### config.mk
export PLATFORM = sky130hd
export DESIGN_NAME = dram_ctrl
export DESIGN_NICKNAME = d
export VERILOG_FILES = /design/src/rtl/dram_ctrl.sv
export SDC_FILE = /design/constraint.sdc
export NUM_CORES = 1
export LEC_CHECK = 0
export ABC_AREA = 1
export BUFFER_PORTS_ARGS = -buffer_cell sky130_fd_sc_hd__buf_4
export CAP_MARGIN = 0
export CORE_UTILIZATION = 40
export CTS_BUF_LIST = sky130_fd_sc_hd__clkbuf_4 sky130_fd_sc_hd__clkbuf_8
export DETAILED_ROUTE_END_ITERATION = 10
export PLACE_DENSITY = 0.78
export SYNTH_ARGS = -nofsm -noshare
export SYNTH_HDL_FRONTEND = slang
export SYNTH_SLANG_ARGS = --single-unit
### constraint.sdc
create_clock -name i_clk -period 2.2 [get_ports i_clk]
set_clock_uncertainty 0.05 [all_clocks]
set_input_delay 0.66 -clock i_clk [delete_from_list [all_inputs] [get_ports i_clk]]
set_output_delay 0.66 -clock i_clk [all_outputs]
set_load 0.1 [all_outputs]
### src/rtl/dram_ctrl.sv
// Load/store initiator for the data RAM: turns one CPU request at a time into
// byte-strobed RAM writes or aligned, extended RAM reads, rejecting bad accesses.
package configure;
    localparam int dram_depth = 10;
endpackage

module dram_ctrl
    import configure::*;
#(
    parameter logic [31:0] DRAM_BASE = 32'h0010_0000
) (
    input  logic                  i_clk,
    input  logic                  i_rst,
    input  logic                  i_mem_valid,
    input  logic                  i_mem_wren,
    input  logic [31:0]           i_mem_addr,
    input  logic [31:0]           i_mem_wdata,
    input  logic [1:0]            i_mem_size,
    input  logic                  i_mem_unsigned,
    output logic                  o_mem_ready,
    output logic [31:0]           o_mem_rdata,
    output logic                  o_mem_error,
    output logic                  o_dram_wen,
    output logic [dram_depth-1:0] o_dram_waddr,
    output logic [dram_depth-1:0] o_dram_raddr,
    output logic [31:0]           o_dram_wdata,
    output logic [3:0]            o_dram_wstrb,
    input  logic [31:0]           i_dram_rdata
);

    typedef enum logic [2:0] {
        S_IDLE,
        S_WRITE,
        S_READ,
        S_LOAD,
        S_RESP,
        S_ERR
    } state_t;

    state_t r_state;
    state_t w_next_state;

    logic                  r_mem_ready;
    logic [31:0]           r_mem_rdata;
    logic                  r_mem_error;
    logic                  r_dram_wen;
    logic [dram_depth-1:0] r_dram_waddr;
    logic [dram_depth-1:0] r_dram_raddr;
    logic [31:0]           r_dram_wdata;
    logic [3:0]            r_dram_wstrb;

    logic [1:0] r_off;
    logic [1:0] r_size;
    logic       r_unsigned;

    logic [1:0]            w_off;
    logic [dram_depth-1:0] w_word_addr;
    logic                  w_in_range;
    logic                  w_err;
    logic [3:0]            w_wstrb;
    logic [31:0]           w_wdata;
    logic [31:0]           w_shifted;
    logic [31:0]           w_load_data;

    assign w_off       = i_mem_addr[1:0];
    assign w_word_addr = i_mem_addr[dram_depth+1:2];
    assign w_in_range  = (i_mem_addr[31:dram_depth+2] == DRAM_BASE[31:dram_depth+2]);

    always_comb begin
        w_err = 1'b0;
        case (i_mem_size)
            2'd0:    w_err = 1'b0;
            2'd1:    w_err = w_off[0];
            2'd2:    w_err = (w_off != 2'd0);
            default: w_err = 1'b1;
        endcase
        if (!w_in_range) begin
            w_err = 1'b1;
        end
    end

    // Data is replicated across lanes so the strobes alone select the target bytes.
    always_comb begin
        w_wstrb = 4'b1111;
        w_wdata = i_mem_wdata;
        case (i_mem_size)
            2'd0: begin
                w_wstrb = 4'b0001 << w_off;
                w_wdata = {4{i_mem_wdata[7:0]}};
            end
            2'd1: begin
                w_wstrb = 4'b0011 << w_off;
                w_wdata = {2{i_mem_wdata[15:0]}};
            end
            default: begin
                w_wstrb = 4'b1111;
                w_wdata = i_mem_wdata;
            end
        endcase
    end

    assign w_shifted = i_dram_rdata >> {r_off, 3'b000};

    always_comb begin
        w_load_data = w_shifted;
        case (r_size)
            2'd0:    w_load_data = {{24{w_shifted[7] & ~r_unsigned}}, w_shifted[7:0]};
            2'd1:    w_load_data = {{16{w_shifted[15] & ~r_unsigned}}, w_shifted[15:0]};
            default: w_load_data = w_shifted;
        endcase
    end

    always_comb begin
        w_next_state = r_state;
        case (r_state)
            S_IDLE: begin
                if (i_mem_valid) begin
                    if (w_err) begin
                        w_next_state = S_ERR;
                    end else if (i_mem_wren) begin
                        w_next_state = S_WRITE;
                    end else begin
                        w_next_state = S_READ;
                    end
                end
            end
            S_READ:  w_next_state = S_LOAD;
            S_LOAD:  w_next_state = S_RESP;
            default: w_next_state = S_IDLE;
        endcase
    end

    // Outputs are computed one state ahead so every port comes straight from a flop.
    always_ff @(posedge i_clk) begin
        if (i_rst) begin
            r_state      <= S_IDLE;
            r_mem_ready  <= 1'b0;
            r_mem_rdata  <= '0;
            r_mem_error  <= 1'b0;
            r_dram_wen   <= 1'b0;
            r_dram_waddr <= '0;
            r_dram_raddr <= '0;
            r_dram_wdata <= '0;
            r_dram_wstrb <= '0;
            r_off        <= '0;
            r_size       <= '0;
            r_unsigned   <= 1'b0;
        end else begin
            r_state      <= w_next_state;
            r_mem_ready  <= 1'b0;
            r_mem_rdata  <= '0;
            r_mem_error  <= 1'b0;
            r_dram_wen   <= 1'b0;
            r_dram_wstrb <= '0;
            case (r_state)
                S_IDLE: begin
                    if (i_mem_valid) begin
                        r_off      <= w_off;
                        r_size     <= i_mem_size;
                        r_unsigned <= i_mem_unsigned;
                        if (w_err) begin
                            r_mem_ready <= 1'b1;
                            r_mem_error <= 1'b1;
                        end else if (i_mem_wren) begin
                            r_mem_ready  <= 1'b1;
                            r_dram_wen   <= 1'b1;
                            r_dram_waddr <= w_word_addr;
                            r_dram_wstrb <= w_wstrb;
                            r_dram_wdata <= w_wdata;
                        end else begin
                            r_dram_raddr <= w_word_addr;
                        end
                    end
                end
                S_LOAD: begin
                    r_mem_ready <= 1'b1;
                    r_mem_rdata <= w_load_data;
                end
                default: begin
                end
            endcase
        end
    end

    assign o_mem_ready  = r_mem_ready;
    assign o_mem_rdata  = r_mem_rdata;
    assign o_mem_error  = r_mem_error;
    assign o_dram_wen   = r_dram_wen;
    assign o_dram_waddr = r_dram_waddr;
    assign o_dram_raddr = r_dram_raddr;
    assign o_dram_wdata = r_dram_wdata;
    assign o_dram_wstrb = r_dram_wstrb;

endmodule

==> impl_metrics.csv <==
group,metric,value,unit
routing,drt_iter0_markers,334,
final_layout,fill_cells,1099,
floorplanning,io_pins,194,
worst_setup_path,end_kind,"output pin",
timing,setup_viol_count_final,0,
synth,ys_seq_elements,99,
worst_setup_path,start_kind,"register",
clock_network,numCtsBuffers,9,
global_route,grt_max_degree,56,
routing,postRouteAntennaNets,0,
routing,drc,0,
routing,wl,14100,um
placement,hpwl,10500,um
power,finalPower,3.69,mW
synth,avgSynthCellArea,6.55,um2
final_layout,diodes,0,
timing,hold_viol_final,0,
global_route,antenna_found_initial,0,
worst_setup_path,worst-path-buf-inv,1,
worst_setup_path,r2r_start,"r_state[0]",
global_route,grt_pass1_vias,4882,
clock_network,clockRootBuffer,"clkbuf_8",
placement,dp_slack,0.0878,ns
worst_setup_path,cp_cell_sequence,"buf_4",
clock_network,clock_latency,0.37,ns
worst_setup_path,crit_cells,1,
floorplanning,die-area,12300,um2
floorplanning,rows,39,
routing,dr.pass1.iters,5,
worst_setup_path,worstPathRequired,1.49,ns
clock_network,cts_sinks,99,
clock_network,cts_resized,0,
job,drv_cap,0,
clock_network,h-tree-depth,3,
worst_setup_path,critical_path.startpoint,"o_dram_wdata[1]",
power,p_leak,3.45,nW
final_layout,finalNetCount,1012,
worst_setup_path,cp-endpoint,"o_dram_wdata[1]",
status,status,"finished, final reports clean",
routing,viasPerCell,4.89,
clock_network,clk_path_buf_depth,2,
clock_network,postCtsSetupRepairBufs,0,
floorplanning,fp.coreArea,11500,um2
timing,rsz0062_at_grt,"no",
worst_setup_path,cp_data_arrival_time,1.09,ns
timing,min_period_over_period,81.6,%
clock_network,cts_tree,"built",
final_layout,synthToLayoutAreaGrowth,37.2,%
synth,synth_top_cell_area_share,41.8,%
clock_network,clk_pin_slew_worst_paths,0.10,ns
worst_setup_path,worstReg2RegEnd,"o_dram_wdata[11]",
routing,via_count,5172,
worst_setup_path,cp_max_fo,2,
synth,synth_top_cell_by_area,"dfxtp_1",
power,powerDensity,567,nW/um2
synth,ys_top_cells_by_area,"dfxtp_1, nand2_1, nor2_1",
timing,post-route-worst-setup-slack,0.405,ns
worst_setup_path,cp_slowest_stage_delay,0.39,ns
floorplanning,initial_core_util,41.4,%
timing,worst_pin_slew,0.357,ns
global_route,grt_overflow_total,0,
worst_setup_path,r2r_slack,0.57,ns
synth,yosys_warnings,0,
final_layout,utilization,56.7,%
worst_setup_path,crit_type,"reg2out",
final_layout,drive_gt1_share,26.7,%
synth,synth_seq_area_share,41.8,%
global_route,grt_usage,23.0,%
timing,maxSlewViolCount,0,
worst_setup_path,crit_family,"flip-flops",
synth,syn_nets,827,
worst_setup_path,slowest_stage,"dfxtp_1",
timing,relSlewSlack,76.1,%
clock_network,cts_hold_buf,0,
floorplanning,die_x,111,um
synth,syn_inst,724,
placement,numPortBuffers,193,
min_path,worstHoldPathType,"in2reg",
floorplanning,die_h,111,um
worst_setup_path,rr_worst_depth,9,
global_route,grt_pass1_wl,23100,um
placement,gp_congestion,0.906,
timing,fin_setup_tns,0,ns
timing,max_freq,557,MHz
synth,yosys.cell_types.count,29,
power,ir_worst_vdd,0.000445,V
timing,finalCriticalPeriod,1.80,ns
synth,syn-cell-area,4740,um2
routing,wl_per_cell,13.3,um
## sequential cells by signal, summed over array words and instances (netlist names)
signal	count
o_dram_raddr	10
o_dram_waddr	10
o_mem_rdata	32
r_off	2
o_dram_wstrb	4
r_size	2
r_state	3
o_mem_ready	1
r_unsigned	1
o_dram_wdata	32
o_mem_error	1
o_dram_wen	1
## cells in the final DEF, fill, tap and decap left out, drive strengths merged
cell      count
buf         212
a21oi        49
inv          96
nand2       204
clkbuf       10
dfxtp        99
o21ai        50
nand3        44
a31oi         8
clkinvlp      2
nor3          1
nor2        114
o21bai        1
clkinv        6
nand4        11
o211ai        6
o21a          1
## where the power goes
group | total [mW] | internal [mW] | leakage, nW | switching, mW
clock | 1.14 | 0.453 | 0.0891 | 0.685
sequential | 1.83 | 1.81 | 0.799 | 0.0175
combinational | 0.725 | 0.285 | 2.56 | 0.441
total | 3.69 | 2.55 | 3.45 | 1.14
## per-layer routing
metal / up-vias / global-route usage (%) / wire length, um / part of all wire (%)
li1: 2618 / - / - / -
met4: 0 / 9.87 / 340 / 2.4
met3: 30 / 6.07 / 1200 / 8.5
met2: 225 / 38.3 / 6710 / 48
met5: - / 0 / 0 / 0
met1: 2299 / 27.8 / 5810 / 41
## area by class of cell
class	instances	area (um2)	area share (%)
clock buffer	10	138	2.12
clock inverter	6	50.0	0.769
inverter	98	370	5.69
multi-input combinational	489	2180	33.5
sequential	99	1980	30.5
tap	143	179	2.75
timing repair buffer	212	1600	24.7
## worst min path at each step
stage,end,start,cells past startpoint,slack (ns)
after global placement,r_size[0],r_size[0],2,0.41
after CTS,o_mem_error,i_rst,2,0.39
after floorplan,r_size[0],r_size[0],2,0.39
after global routing,o_mem_error,i_rst,2,0.41
final,o_mem_error,i_rst,2,0.41
after detailed placement,r_size[0],r_size[0],2,0.41
## per-stage QoR
stage               cell area, um2  hold slack, ns  std cells
global route                  6500           0.408       1057
detailed placement            6320           0.415       1041
finish                        6500           0.410       1057
global placement              6320           0.410       1041
floorplan                     4740           0.395        724
CTS                           6500           0.394       1057
## cell usage after synthesis
cell type  number
o21a_2          1
nand2_2         1
o21ai_0        34
dfxtp_1        99
nor2_2          2
nand3_2         4
nand3_1        39
a21oi_1        49
nand4_1        11
clkbuf_1       17
nand3_4         1
nor2_8          2
buf_1           1
o211ai_1        6
nor2_1        109
clkinv_1        3
buf_2          13
inv_2           2
buf_4           1
nor3_1          1
nand2_1       202
a31oi_1         8
nor2_4          1
nand2_4         1
inv_1          92
buf_6           6
inv_4           1
o21bai_1        1
o21ai_1        16
## kinds of logic after synthesis
kind of cell           after synthesis  share of synthesized area, %
DFF                                 99                          41.8
and+or+nand+nor                    374                          33.2
AOI/OAI and AO/OA                  115                          12.8
buffers and inverters              136                          12.2
Power figures use the tool's default switching activity.
